**config.mk**
```make
export PLATFORM = sky130hd
export DESIGN_NAME = combat_resolver_flat
export DESIGN_NICKNAME = d
export VERILOG_FILES = /design/src/rtl/combat_resolver_pkg.sv /design/src/rtl/combat_resolver_if.sv /design/src/rtl/combat_resolver_hurt_timer.sv /design/src/rtl/combat_resolver.sv /design/src/flat_wrapper.sv
export SDC_FILE = /design/constraint.sdc
export NUM_CORES = 1
export LEC_CHECK = 0
export BUFFER_PORTS_ARGS = -buffer_cell sky130_fd_sc_hd__buf_2
export CELL_PAD_IN_SITES_DETAIL_PLACEMENT = 1
export CELL_PAD_IN_SITES_GLOBAL_PLACEMENT = 2
export CORE_ASPECT_RATIO = 1.25
export CORE_UTILIZATION = 33
export DETAILED_ROUTE_END_ITERATION = 16
export PLACE_DENSITY_LB_ADDON = 0.1
export REMOVE_ABC_BUFFERS = 1
export SLEW_MARGIN = 20
export SYNTH_ARGS = -nofsm -noshare
export SYNTH_HDL_FRONTEND = slang
export SYNTH_SLANG_ARGS = --single-unit
```
**constraint.sdc**
```tcl
create_clock -name clk -period 4.6 [get_ports clk]
set_input_delay 0.23 -clock clk [delete_from_list [all_inputs] [get_ports clk]]
set_output_delay 0.23 -clock clk [all_outputs]
set_load 0.02 [all_outputs]
```
**src/rtl/combat_resolver_pkg.sv**
```systemverilog
// combat_resolver_pkg: action encodings, round/winner encodings and shared helpers for the fight blocks.
package combat_resolver_pkg;
    localparam logic [5:0] ACT_WALKING   = 6'b000001;
    localparam logic [5:0] ACT_CROUCHING = 6'b000010;
    localparam logic [5:0] ACT_SHIELDING = 6'b000100;
    localparam logic [5:0] ACT_JUMPING   = 6'b001000;
    localparam logic [5:0] ACT_PUNCHING  = 6'b010000;
    localparam logic [5:0] ACT_STANDING  = 6'b100000;
    localparam int FACING_BIT = 6;
    localparam logic [3:0] HEALTH_MAX = 4'd15;

    typedef enum logic [1:0] {FIGHT = 2'b00, KO = 2'b01, DONE = 2'b10} round_e;
    typedef enum logic [1:0] {WIN_NONE = 2'b00, WIN_P0 = 2'b01, WIN_P1 = 2'b10, WIN_DRAW = 2'b11} winner_e;

    function automatic logic is_act(logic [5:0] action, logic [5:0] act);
        return (action & act) != 6'd0;
    endfunction

    // Attacker faces the defender (equal x counts for either facing) and is within range.
    function automatic logic in_reach(logic left, logic [9:0] ax, logic [9:0] dx, logic [9:0] range);
        return (left ? dx <= ax : dx >= ax) && ((ax > dx ? ax - dx : dx - ax) <= range);
    endfunction

    function automatic logic [3:0] sat_sub(logic [3:0] h, logic [3:0] d);
        return h > d ? h - d : 4'd0;
    endfunction
endpackage

```
**src/rtl/combat_resolver_if.sv**
```systemverilog
// combat_resolver_if: player state into the resolver, health/pulses/round status back out.
interface combat_resolver_if;
    logic [6:0] p0_action, p1_action;
    logic       p0_attack_request, p1_attack_request;
    logic       p0_jump_active, p1_jump_active;
    logic [3:0] p0_shield, p1_shield;
    logic [9:0] p0_x, p1_x;
    logic       rematch;
    logic [3:0] p0_health, p1_health;
    logic       p0_hit, p1_hit;
    logic       p0_blocked, p1_blocked;
    logic [1:0] round_state;
    logic [1:0] winner;

    modport master (
        output p0_action, p1_action, p0_attack_request, p1_attack_request,
               p0_jump_active, p1_jump_active, p0_shield, p1_shield, p0_x, p1_x, rematch,
        input  p0_health, p1_health, p0_hit, p1_hit, p0_blocked, p1_blocked, round_state, winner
    );

    modport slave (
        input  p0_action, p1_action, p0_attack_request, p1_attack_request,
               p0_jump_active, p1_jump_active, p0_shield, p1_shield, p0_x, p1_x, rematch,
        output p0_health, p1_health, p0_hit, p1_hit, p0_blocked, p1_blocked, round_state, winner
    );
endinterface

```
**src/rtl/combat_resolver_hurt_timer.sv**
```systemverilog
// hurt_timer: loadable down-counter that idles at zero; busy while nonzero.
module hurt_timer #(
    parameter int W = 8
) (
    input  logic         clk,
    input  logic         reset,
    input  logic         clear,
    input  logic         load,
    input  logic [W-1:0] load_val,
    output logic         busy
);
    logic [W-1:0] cnt;

    always_ff @(posedge clk or negedge reset)
        if (!reset) cnt <= '0;
        else if (clear) cnt <= '0;
        else if (load) cnt <= load_val;
        else if (cnt != '0) cnt <= cnt - 1'b1;

    assign busy = cnt != '0;
endmodule

```
**src/rtl/combat_resolver.sv**
```systemverilog
// combat_resolver: punch qualification, health ownership and FIGHT/KO/DONE round sequencing for two players.
module combat_resolver
    import combat_resolver_pkg::*;
#(
    parameter logic [9:0]  HIT_RANGE      = 10'd64,
    parameter logic [3:0]  PUNCH_DAMAGE   = 4'd2,
    parameter logic [3:0]  CROUCH_DAMAGE  = 4'd1,
    parameter int unsigned INVULN_CYCLES  = 25_000_000,
    parameter int unsigned KO_HOLD_CYCLES = 200_000_000
) (
    input logic clk,
    input logic reset,
    combat_resolver_if.slave bus
);
    localparam int IW = $clog2(INVULN_CYCLES + 1);
    localparam int KW = $clog2(KO_HOLD_CYCLES + 1);

    round_e     state, state_n;
    winner_e    winner, winner_n;
    logic [3:0] h0, h1, h0_n, h1_n, dmg0, dmg1;
    logic       hit0, hit1, blk0, blk1, hit0_n, hit1_n;
    logic       rem_q, rem_qq, clr, ko_load, ko_busy, inv0_busy, inv1_busy;
    logic       fight, atk0, atk1, shield0, shield1;

    // atk0 is p0's punch qualifying against p1; atk1 the reverse.
    assign fight = state == FIGHT;
    assign atk0 = fight && bus.p0_attack_request && !inv1_busy && bus.p0_jump_active == bus.p1_jump_active
                  && in_reach(bus.p0_action[FACING_BIT], bus.p0_x, bus.p1_x, HIT_RANGE);
    assign atk1 = fight && bus.p1_attack_request && !inv0_busy && bus.p1_jump_active == bus.p0_jump_active
                  && in_reach(bus.p1_action[FACING_BIT], bus.p1_x, bus.p0_x, HIT_RANGE);
    assign shield0 = is_act(bus.p0_action[5:0], ACT_SHIELDING) && bus.p0_shield != 4'd0;
    assign shield1 = is_act(bus.p1_action[5:0], ACT_SHIELDING) && bus.p1_shield != 4'd0;
    assign hit0_n = atk1 && !shield0;
    assign hit1_n = atk0 && !shield1;
    assign dmg0 = !hit0_n ? 4'd0 : is_act(bus.p0_action[5:0], ACT_CROUCHING) ? CROUCH_DAMAGE : PUNCH_DAMAGE;
    assign dmg1 = !hit1_n ? 4'd0 : is_act(bus.p1_action[5:0], ACT_CROUCHING) ? CROUCH_DAMAGE : PUNCH_DAMAGE;

    always_comb begin
        state_n = state;
        winner_n = winner;
        h0_n = h0;
        h1_n = h1;
        ko_load = 1'b0;
        clr = 1'b0;
        case (state)
            FIGHT: begin
                h0_n = sat_sub(h0, dmg0);
                h1_n = sat_sub(h1, dmg1);
                if (h0_n == 4'd0 || h1_n == 4'd0) begin
                    state_n = KO;
                    ko_load = 1'b1;
                    winner_n = h0_n == 4'd0 && h1_n == 4'd0 ? WIN_DRAW : h1_n == 4'd0 ? WIN_P0 : WIN_P1;
                end
            end
            KO: state_n = ko_busy ? KO : DONE;
            DONE: if (rem_q && !rem_qq) begin
                state_n = FIGHT;
                h0_n = HEALTH_MAX;
                h1_n = HEALTH_MAX;
                winner_n = WIN_NONE;
                clr = 1'b1;
            end
            default: state_n = FIGHT;
        endcase
    end

    always_ff @(posedge clk or negedge reset)
        if (!reset) begin
            state <= FIGHT;
            winner <= WIN_NONE;
            h0 <= HEALTH_MAX;
            h1 <= HEALTH_MAX;
            hit0 <= 1'b0;
            hit1 <= 1'b0;
            blk0 <= 1'b0;
            blk1 <= 1'b0;
            rem_q <= 1'b0;
            rem_qq <= 1'b0;
        end else begin
            state <= state_n;
            winner <= winner_n;
            h0 <= h0_n;
            h1 <= h1_n;
            hit0 <= hit0_n;
            hit1 <= hit1_n;
            blk0 <= atk1 && shield0;
            blk1 <= atk0 && shield1;
            rem_q <= bus.rematch;
            rem_qq <= rem_q;
        end

    hurt_timer #(.W(IW)) u_inv0 (.clk, .reset, .clear(clr), .load(hit0_n),
                                 .load_val(IW'(INVULN_CYCLES - 1)), .busy(inv0_busy));
    hurt_timer #(.W(IW)) u_inv1 (.clk, .reset, .clear(clr), .load(hit1_n),
                                 .load_val(IW'(INVULN_CYCLES - 1)), .busy(inv1_busy));
    hurt_timer #(.W(KW)) u_ko   (.clk, .reset, .clear(1'b0), .load(ko_load),
                                 .load_val(KW'(KO_HOLD_CYCLES - 1)), .busy(ko_busy));

    assign bus.p0_health = h0;
    assign bus.p1_health = h1;
    assign bus.p0_hit = hit0;
    assign bus.p1_hit = hit1;
    assign bus.p0_blocked = blk0;
    assign bus.p1_blocked = blk1;
    assign bus.round_state = state;
    assign bus.winner = winner;
endmodule

```
**src/flat_wrapper.sv**
```systemverilog
// flat-port wrapper written by rule: the top's interface ports become plain ports
module combat_resolver_flat import combat_resolver_pkg::*;
#(
    parameter logic [9:0]  HIT_RANGE      = 10'd64,
    parameter logic [3:0]  PUNCH_DAMAGE   = 4'd2,
    parameter logic [3:0]  CROUCH_DAMAGE  = 4'd1,
    parameter int unsigned INVULN_CYCLES  = 25_000_000,
    parameter int unsigned KO_HOLD_CYCLES = 200_000_000
)
  (clk, reset, bus_p0_action, bus_p1_action, bus_p0_attack_request, bus_p1_attack_request, bus_p0_jump_active, bus_p1_jump_active, bus_p0_shield, bus_p1_shield, bus_p0_x, bus_p1_x, bus_rematch, bus_p0_health, bus_p1_health, bus_p0_hit, bus_p1_hit, bus_p0_blocked, bus_p1_blocked, bus_round_state, bus_winner);
  combat_resolver_if bus_i ();
  input logic clk;
  input logic reset;
  input wire logic [$bits(bus_i.p0_action)-1:0] bus_p0_action;
  input wire logic [$bits(bus_i.p1_action)-1:0] bus_p1_action;
  input wire logic [$bits(bus_i.p0_attack_request)-1:0] bus_p0_attack_request;
  input wire logic [$bits(bus_i.p1_attack_request)-1:0] bus_p1_attack_request;
  input wire logic [$bits(bus_i.p0_jump_active)-1:0] bus_p0_jump_active;
  input wire logic [$bits(bus_i.p1_jump_active)-1:0] bus_p1_jump_active;
  input wire logic [$bits(bus_i.p0_shield)-1:0] bus_p0_shield;
  input wire logic [$bits(bus_i.p1_shield)-1:0] bus_p1_shield;
  input wire logic [$bits(bus_i.p0_x)-1:0] bus_p0_x;
  input wire logic [$bits(bus_i.p1_x)-1:0] bus_p1_x;
  input wire logic [$bits(bus_i.rematch)-1:0] bus_rematch;
  output wire logic [$bits(bus_i.p0_health)-1:0] bus_p0_health;
  output wire logic [$bits(bus_i.p1_health)-1:0] bus_p1_health;
  output wire logic [$bits(bus_i.p0_hit)-1:0] bus_p0_hit;
  output wire logic [$bits(bus_i.p1_hit)-1:0] bus_p1_hit;
  output wire logic [$bits(bus_i.p0_blocked)-1:0] bus_p0_blocked;
  output wire logic [$bits(bus_i.p1_blocked)-1:0] bus_p1_blocked;
  output wire logic [$bits(bus_i.round_state)-1:0] bus_round_state;
  output wire logic [$bits(bus_i.winner)-1:0] bus_winner;
  assign bus_i.p0_action = bus_p0_action;
  assign bus_i.p1_action = bus_p1_action;
  assign bus_i.p0_attack_request = bus_p0_attack_request;
  assign bus_i.p1_attack_request = bus_p1_attack_request;
  assign bus_i.p0_jump_active = bus_p0_jump_active;
  assign bus_i.p1_jump_active = bus_p1_jump_active;
  assign bus_i.p0_shield = bus_p0_shield;
  assign bus_i.p1_shield = bus_p1_shield;
  assign bus_i.p0_x = bus_p0_x;
  assign bus_i.p1_x = bus_p1_x;
  assign bus_i.rematch = bus_rematch;
  assign bus_p0_health = bus_i.p0_health;
  assign bus_p1_health = bus_i.p1_health;
  assign bus_p0_hit = bus_i.p0_hit;
  assign bus_p1_hit = bus_i.p1_hit;
  assign bus_p0_blocked = bus_i.p0_blocked;
  assign bus_p1_blocked = bus_i.p1_blocked;
  assign bus_round_state = bus_i.round_state;
  assign bus_winner = bus_i.winner;
  combat_resolver #(.HIT_RANGE(HIT_RANGE), .PUNCH_DAMAGE(PUNCH_DAMAGE), .CROUCH_DAMAGE(CROUCH_DAMAGE), .INVULN_CYCLES(INVULN_CYCLES), .KO_HOLD_CYCLES(KO_HOLD_CYCLES)) u_core (.clk(clk), .reset(reset), .bus(bus_i));
endmodule
```
Word-level counts from Yosys, hierarchy flattened --
Cells that the tools add are included.
Operators by class: add/subtract/negate cells 7, $lt $le $gt $ge 10, eq/ne operators 6, multiplexer cells 33, reduce and logical (&&, ||, !) cells 39
Operators by type and width (count):
- 25-bit two-way mux | 6
- 28-bit two-way mux | 2
- 25-bit nonzero test | 2
- 25-bit by 1-bit subtractor with 25-bit output (second input constant) | 2
- 28-bit nonzero test | 1
- 28-bit by 1-bit subtractor with 28-bit output (second input constant) | 1
- 10-bit >= comparator | 2
- 10-bit > comparator | 2
- 10-bit <= comparator | 2
- 10-bit by 7-bit <= comparator with 1-bit output (second input constant) | 2
- 10-bit two-way mux | 2
- 4-bit two-way mux | 5
- 10-bit subtractor | 2
- 1-bit logical AND | 18
- 2-bit two-way mux | 8
- 4-bit one-hot mux with 2 select lines | 2
- 4-bit > comparator | 2
- 4-bit logical NOT | 2
- 4-bit nonzero test | 2
- 4-bit subtractor | 2
- 1-bit two-way mux | 6
- 2-bit one-hot mux with 3 select lines | 1
- 3-bit nonzero test | 2
- 1-bit logical NOT | 5
- other kinds (11) | 14
Storage, ports and cells: register bits 96, bits of input ports 49, word-level logic and storage cells 108

Logic depth before layout (Yosys ltp) --
depth in word-level cells 14, mapped depth 21, mapped depth without buffers 19

Modules after synthesis --
A second synthesis with hierarchy kept.
Second synthesis, totals: cells, all modules 823, area total of the unflattened synthesis 7058.0 µm²
By module, submodules not included:
- hurt_timer at u_core.u_inv0 ... | instances 2, cells an instance 174, area an instance 1522.7 µm²
- combat_resolver | instances 1, cells an instance 291, area an instance 2328.5 µm²
- hurt_timer at u_core.u_ko | instances 1, cells an instance 184, area an instance 1684.1 µm²

Worst setup path after synthesis --
OpenSTA, ideal clock, no wires.
kind register to register, start point register u_core.u_inv0.cnt[3], end point register u_core.u_ko.cnt[24], arrival 4.520 ns, slack -0.076 ns, cell stages (with the launch flop) 19, path buffers 2, period minus slack after synthesis 4.676 ns, cell sequence dfrtp_1 -> or4_4 -> or3_4 -> or2_1 -> or3_4 -> nor4_4 -> o21ai_1 -> nor4_2 -> o211ai_1 -> clkbuf_1 -> nor2_1 -> ha_1 -> inv_1 -> fa_1 -> xor2_1 -> a41o_1 -> o21ai_0 -> clkbuf_1 -> o311ai_0
Between the ends: word-level cells in the longest chain between the ends 14
RTL lines:
- start: declaration | RTL line combat_resolver_hurt_timer.sv:12 | logic [W-1:0] cnt;
- start signal: assignment | RTL line combat_resolver_hurt_timer.sv:17 | else if (load) cnt <= load_val;
- start signal: assignment | RTL line combat_resolver_hurt_timer.sv:18 | else if (cnt != '0) cnt <= cnt - 1'b1;
- 25-bit nonzero test * | RTL line combat_resolver_hurt_timer.sv:20 | assign busy = cnt != '0;
- 1-bit logical NOT * | RTL line combat_resolver.sv:29 | assign atk1 = fight && bus.p1_attack_request && !inv0_busy && bus.p1_jump_active == bus.p0_jump_active
- 1-bit logical AND * (2 in series) | RTL line combat_resolver.sv:29
- 1-bit logical AND * | RTL line combat_resolver.sv:30 | && in_reach(bus.p1_action[FACING_BIT], bus.p1_x, bus.p0_x, HIT_RANGE);
- 1-bit logical AND * | RTL line combat_resolver.sv:33 | assign hit0_n = atk1 && !shield0;
- 4-bit two-way mux * | RTL line combat_resolver.sv:35 | assign dmg0 = !hit0_n ? 4'd0 : is_act(bus.p0_action[5:0], ACT_CROUCHING) ? CROUCH_DAMAGE : PUNCH_DAMAGE;
- 4-bit subtractor or 4-bit > comparator (tied branches) | RTL line combat_resolver_pkg.sv:25 | return h > d ? h - d : 4'd0;
- 4-bit two-way mux * | RTL line combat_resolver_pkg.sv:25
- 4-bit logical NOT * | RTL line combat_resolver.sv:49 | if (h0_n == 4'd0 || h1_n == 4'd0) begin
- 1-bit logical OR * | RTL line combat_resolver.sv:49
- 1-bit two-way mux * | RTL line combat_resolver.sv:49
- 1-bit two-way mux * | RTL line combat_resolver.sv:45 | case (state)
- 28-bit two-way mux or 2-bit nonzero test (tied branches)
- end signal: assignment | RTL line combat_resolver_hurt_timer.sv:17
- end signal: assignment | RTL line combat_resolver_hurt_timer.sv:18
- end: declaration | RTL line combat_resolver_hurt_timer.sv:12
Mark *: on every way between the ends. The rest lies on a longest branch, timed or not. A chain may end at the register's enable or synchronous reset.

Worst setup path in the final report --
start point register u_core.u_inv0.cnt[5], end point register u_core.u_ko.cnt[17]
The elaborated chain is that of the path after synthesis.

==> flow_summary.json <==
{
  "wl_met1_um": 6460,
  "max_cap_viol_count": 0,
  "clkLatencyLatePin_ns": 0.35,
  "cp.required_ns": 4.83,
  "power_density_nw_per_um2": 267,
  "vdd_drop_max_mv": 0.129,
  "syn_to_final_growth_pct": 22.0,
  "tightestPinTransition_ns": 0.796,
  "cts_root_buf": "clkbuf_16",
  "skew_ns": 0.0105,
  "synth-compound-area-share_pct": 12.7,
  "cts_tree": "done",
  "vias": 4859,
  "slew_viol_final": 0,
  "dp_hpwl_um": 11100,
  "maxSlewHeadroom_pct": 46.9,
  "final-setup-viol-count": 2,
  "synth_top_family_by_area": "simple AND/OR/NAND/NOR gates",
  "synth_xor_area_share_pct": 11.2,
  "crit_start": "u_core.u_inv0.cnt[5]",
  "nets": 789,
  "drt-initial-drc-count": 160,
  "clkSlewWorstSetupHoldPaths_ns": 0.07,
  "cts_sinks": 96,
  "ys.flop_type": "dfrtp_1",
  "violations": "setup timing",
  "hold_viol_final": 0,
  "rows": 53,
  "wl_met3_um": 511,
  "synth-seq-area-share_pct": 42.3,
  "gp_congestion": 0.749,
  "fin_crit_ns": 4.60,
  "drt_pass1_iterations": 4,
  "ant_nets": 0,
  "syn_inst": 619,
  "synth-edff-count": 0,
  "post_dp_cell_area_um2": 6440,
  "place_inst": 907,
  "cp.arrival_ns": 4.83,
  "yosys.area_share.simple_pct": 23.6,
  "post-route-period-util_pct": 100,
  "dieArea_um2": 17800,
  "dieWidth_um": 120,
  "worstHoldStart": "bus_p1_action[2]",
  "synth_mux_area_share_pct": 0,
  "share_comb_of_total_power_pct": 9.4,
  "grt_antenna_before_repair": 0,
  "hold_class": "primary input to flop",
  "grt_usage_pct": 18.3,
  "seq_power_share_pct": 45.5,
  "cts_buffers": 9,
  "routed.top_layer": "met4",
  "ys_ff_latch": 96,
  "switchingPower_mw": 0.446,
  "sw_frac_of_total_pct": 24.0,
  "die_h_um": 149,
  "core_um2": 16800,
  "drc": 0,
  "p_int_mw": 1.41,
  "path_max_fanout": 8,
  "cp-end-kind": "flop",
  "fin_area_um2": 6960,
  "avgSynthCellArea_um2": 9.22,
  "rsz0062_at_grt": "yes",
  "wl_per_cell_um": 15.9,
  "layout.cells.non_filler": 936,
  "netlist-cell-type-count": 58,
  "cts_buffer_depth": 2,
  "drive_gt1_share_pct": 21.8,
  "start_kind": "flop",
  "tns_ns": -0.00337,
  "setup_ws_ns": -0.00327,
  "diodes": 0,
  "regToRegStartpoint": "u_core.u_inv0.cnt[5]",
  "yosys.area_share.adder_pct": 6.62,
  "clockPowerShare_pct": 45.1,
  "cts_max_level": 3,
  "overflow": 0,
  "grt_max_degree": 57,
  "status": "complete, but fails checks",
  "start_util_pct": 33.9,
  "io_buffers": 56,
  "io-pin-count": 65,
  "fill_cells": 1969,
  "grt_pass1_vias": 5339,
  "p_leak_nw": 2.87,
  "met2_length_um": 7730,
  "grt_pass1_wl_um": 26000,
  "via_per_inst": 5.19,
  "synth_area_um2": 5710,
  "async_reset_ff_share_pct": 100,
  "yosys_warnings": 0,
  "crit_type": "flop to flop",
  "fmax_mhz": 217,
  "routed_wl_um": 14900
}
power groups by stage:
stage	sequential (mW)	clock [mW]	combinational, mW
after floorplan	0.862	0	0.0992
after global placement	0.861	0	0.174
after detailed placement	0.861	0	0.178
after CTS	0.845	0.862	0.180
after global routing	0.845	0.901	0.200
final	0.845	0.837	0.175
state kept, by name, indices dropped and copies added, names as in the netlist:
register,count
u_core.bus.p0_blocked,1
u_core.bus.p1_hit,1
u_core.rem_qq,1
u_core.bus.p1_blocked,1
u_core.rem_q,1
u_core.bus.round_state,2
u_core.bus.p0_hit,1
u_core.bus.p0_health,4
u_core.u_ko.cnt,28
u_core.bus.winner,2
u_core.u_inv0.cnt,25
u_core.bus.p1_health,4
u_core.u_inv1.cnt,25
cell usage after synthesis (3+ instances only):
cell type | number | area share, %
nor3_1 | 33 | 2.9
ha_1 | 27 | 5.9
xnor2_1 | 50 | 7.7
clkbuf_1 | 16 | 1.1
nand3_1 | 19 | 1.7
nor2b_1 | 4 | 0.44
nand2_1 | 53 | 3.5
nor3b_1 | 4 | 0.53
nor4b_1 | 5 | 0.77
o41ai_1 | 4 | 0.61
nor2_1 | 58 | 3.8
nand2b_1 | 10 | 1.1
or2_2 | 4 | 0.44
xor2_1 | 23 | 3.5
and3_1 | 5 | 0.55
o311ai_0 | 3 | 0.46
nor4_1 | 11 | 1.2
nand4_1 | 7 | 0.77
o31ai_1 | 10 | 1.3
or4_1 | 9 | 1.2
a21oi_1 | 29 | 2.5
nand3b_1 | 4 | 0.53
inv_1 | 37 | 2.4
dfstp_2 | 8 | 3.7
o21ai_0 | 35 | 3.1
dfrtp_1 | 88 | 39
or3_1 | 12 | 1.3
a21o_1 | 5 | 0.66
a211oi_1 | 8 | 1.1
kinds of logic (layout without fill, tap and decap cells):
group | count (synthesis) | count (layout)
XOR/XNOR | 73 | 73
AO/OA/AOI/OAI | 113 | 113
AND/OR/NAND/NOR | 254 | 254
buffers and inverters | 54 | 151
flip-flops | 96 | 96
adder cells (fa/ha/maj) | 29 | 29
metal layers:
metal  track usage [%]  up-vias
met5                 0        -
met4              4.19        0
met3              4.40       10
met2              33.2       61
met1              21.5     2424
li1                  -     2364
worst max-delay path, cell delays in order (launching register included):
cell      delay, ns
dfrtp_1        0.39
or4_4          0.52
or3_4          0.34
or2_4          0.24
or3_4          0.35
nor4_4         0.40
o21ai_2        0.11
nor4_2         0.20
o211ai_1       0.24
nor2_1         0.17
ha_2           0.19
inv_2          0.04
fa_2           0.38
xor2_1         0.16
a41o_1         0.25
o21ai_2        0.16
buf_6          0.16
buf_12         0.12
nand3_2        0.05
layout by cell type (no fill, tap or decap), drive strengths merged, types with 3 or more instances in the layout:
master	n
nand4	7
a21oi	29
or4	10
nand2b	10
or3	14
nor3	33
a21o	5
inv	39
o311ai	3
nand3	19
ha	27
nor2	58
o31ai	10
nor3b	4
buf	96
clkbuf	10
nand2	53
a211oi	8
nor4	14
and3	5
xnor2	50
o21ai	36
o41ai	4
xor2	23
nand3b	4
dfrtp	88
nor2b	4
dfstp	8
nor4b	5
or2	5
final cells by class:
class,instances,area (um^2),share of cell area [%]
timing repair buffer,98,632,9.08
multi-input combinational,469,3170,45.6
clock buffer,10,239,3.43
inverter,37,139,2.00
sequential,96,2410,34.7
clock inverter,6,90.1,1.29
tap,220,275,3.95
what timing repair did:
action | CTS | global route
setup endpoints to repair | 29 | 31
gates resized for setup | 12 | 13
pin swaps | 8 | 10
hold endpoints to repair | 52 | 0
hold buffers | 2 | 0
buffers inserted | 7 | 4
path summary, 6_finish.rpt:
kind,cells after the start,end,slack (ns)
max,18,u_core.u_ko.cnt[17],-0.003
min,3,u_core.bus.p1_blocked,0.17
max reg2reg,18,u_core.u_ko.cnt[17],-0.003
min reg2reg,0,u_core.rem_qq,0.41
max in group asynchronous,3,u_core.bus.p1_health[3],3.08
min in group asynchronous,2,u_core.u_inv0.cnt[13],0.46
metrics by stage:
stage / setup WS (ns) / total power [mW] / util (%) / hold WS, ns
floorplan: -1.11 / 0.961 / - / -0.0656
global placement: -0.0553 / 1.04 / 38.2 / 0.332
CTS: -0.0170 / 1.89 / 40.9 / 0.168
finish: -0.00327 / 1.86 / 41.3 / 0.167
global route: -0.215 / 1.95 / 41.3 / 0.181
detailed placement: -0.233 / 1.04 / 38.2 / 0.337
(Power assumes the default switching activity.)
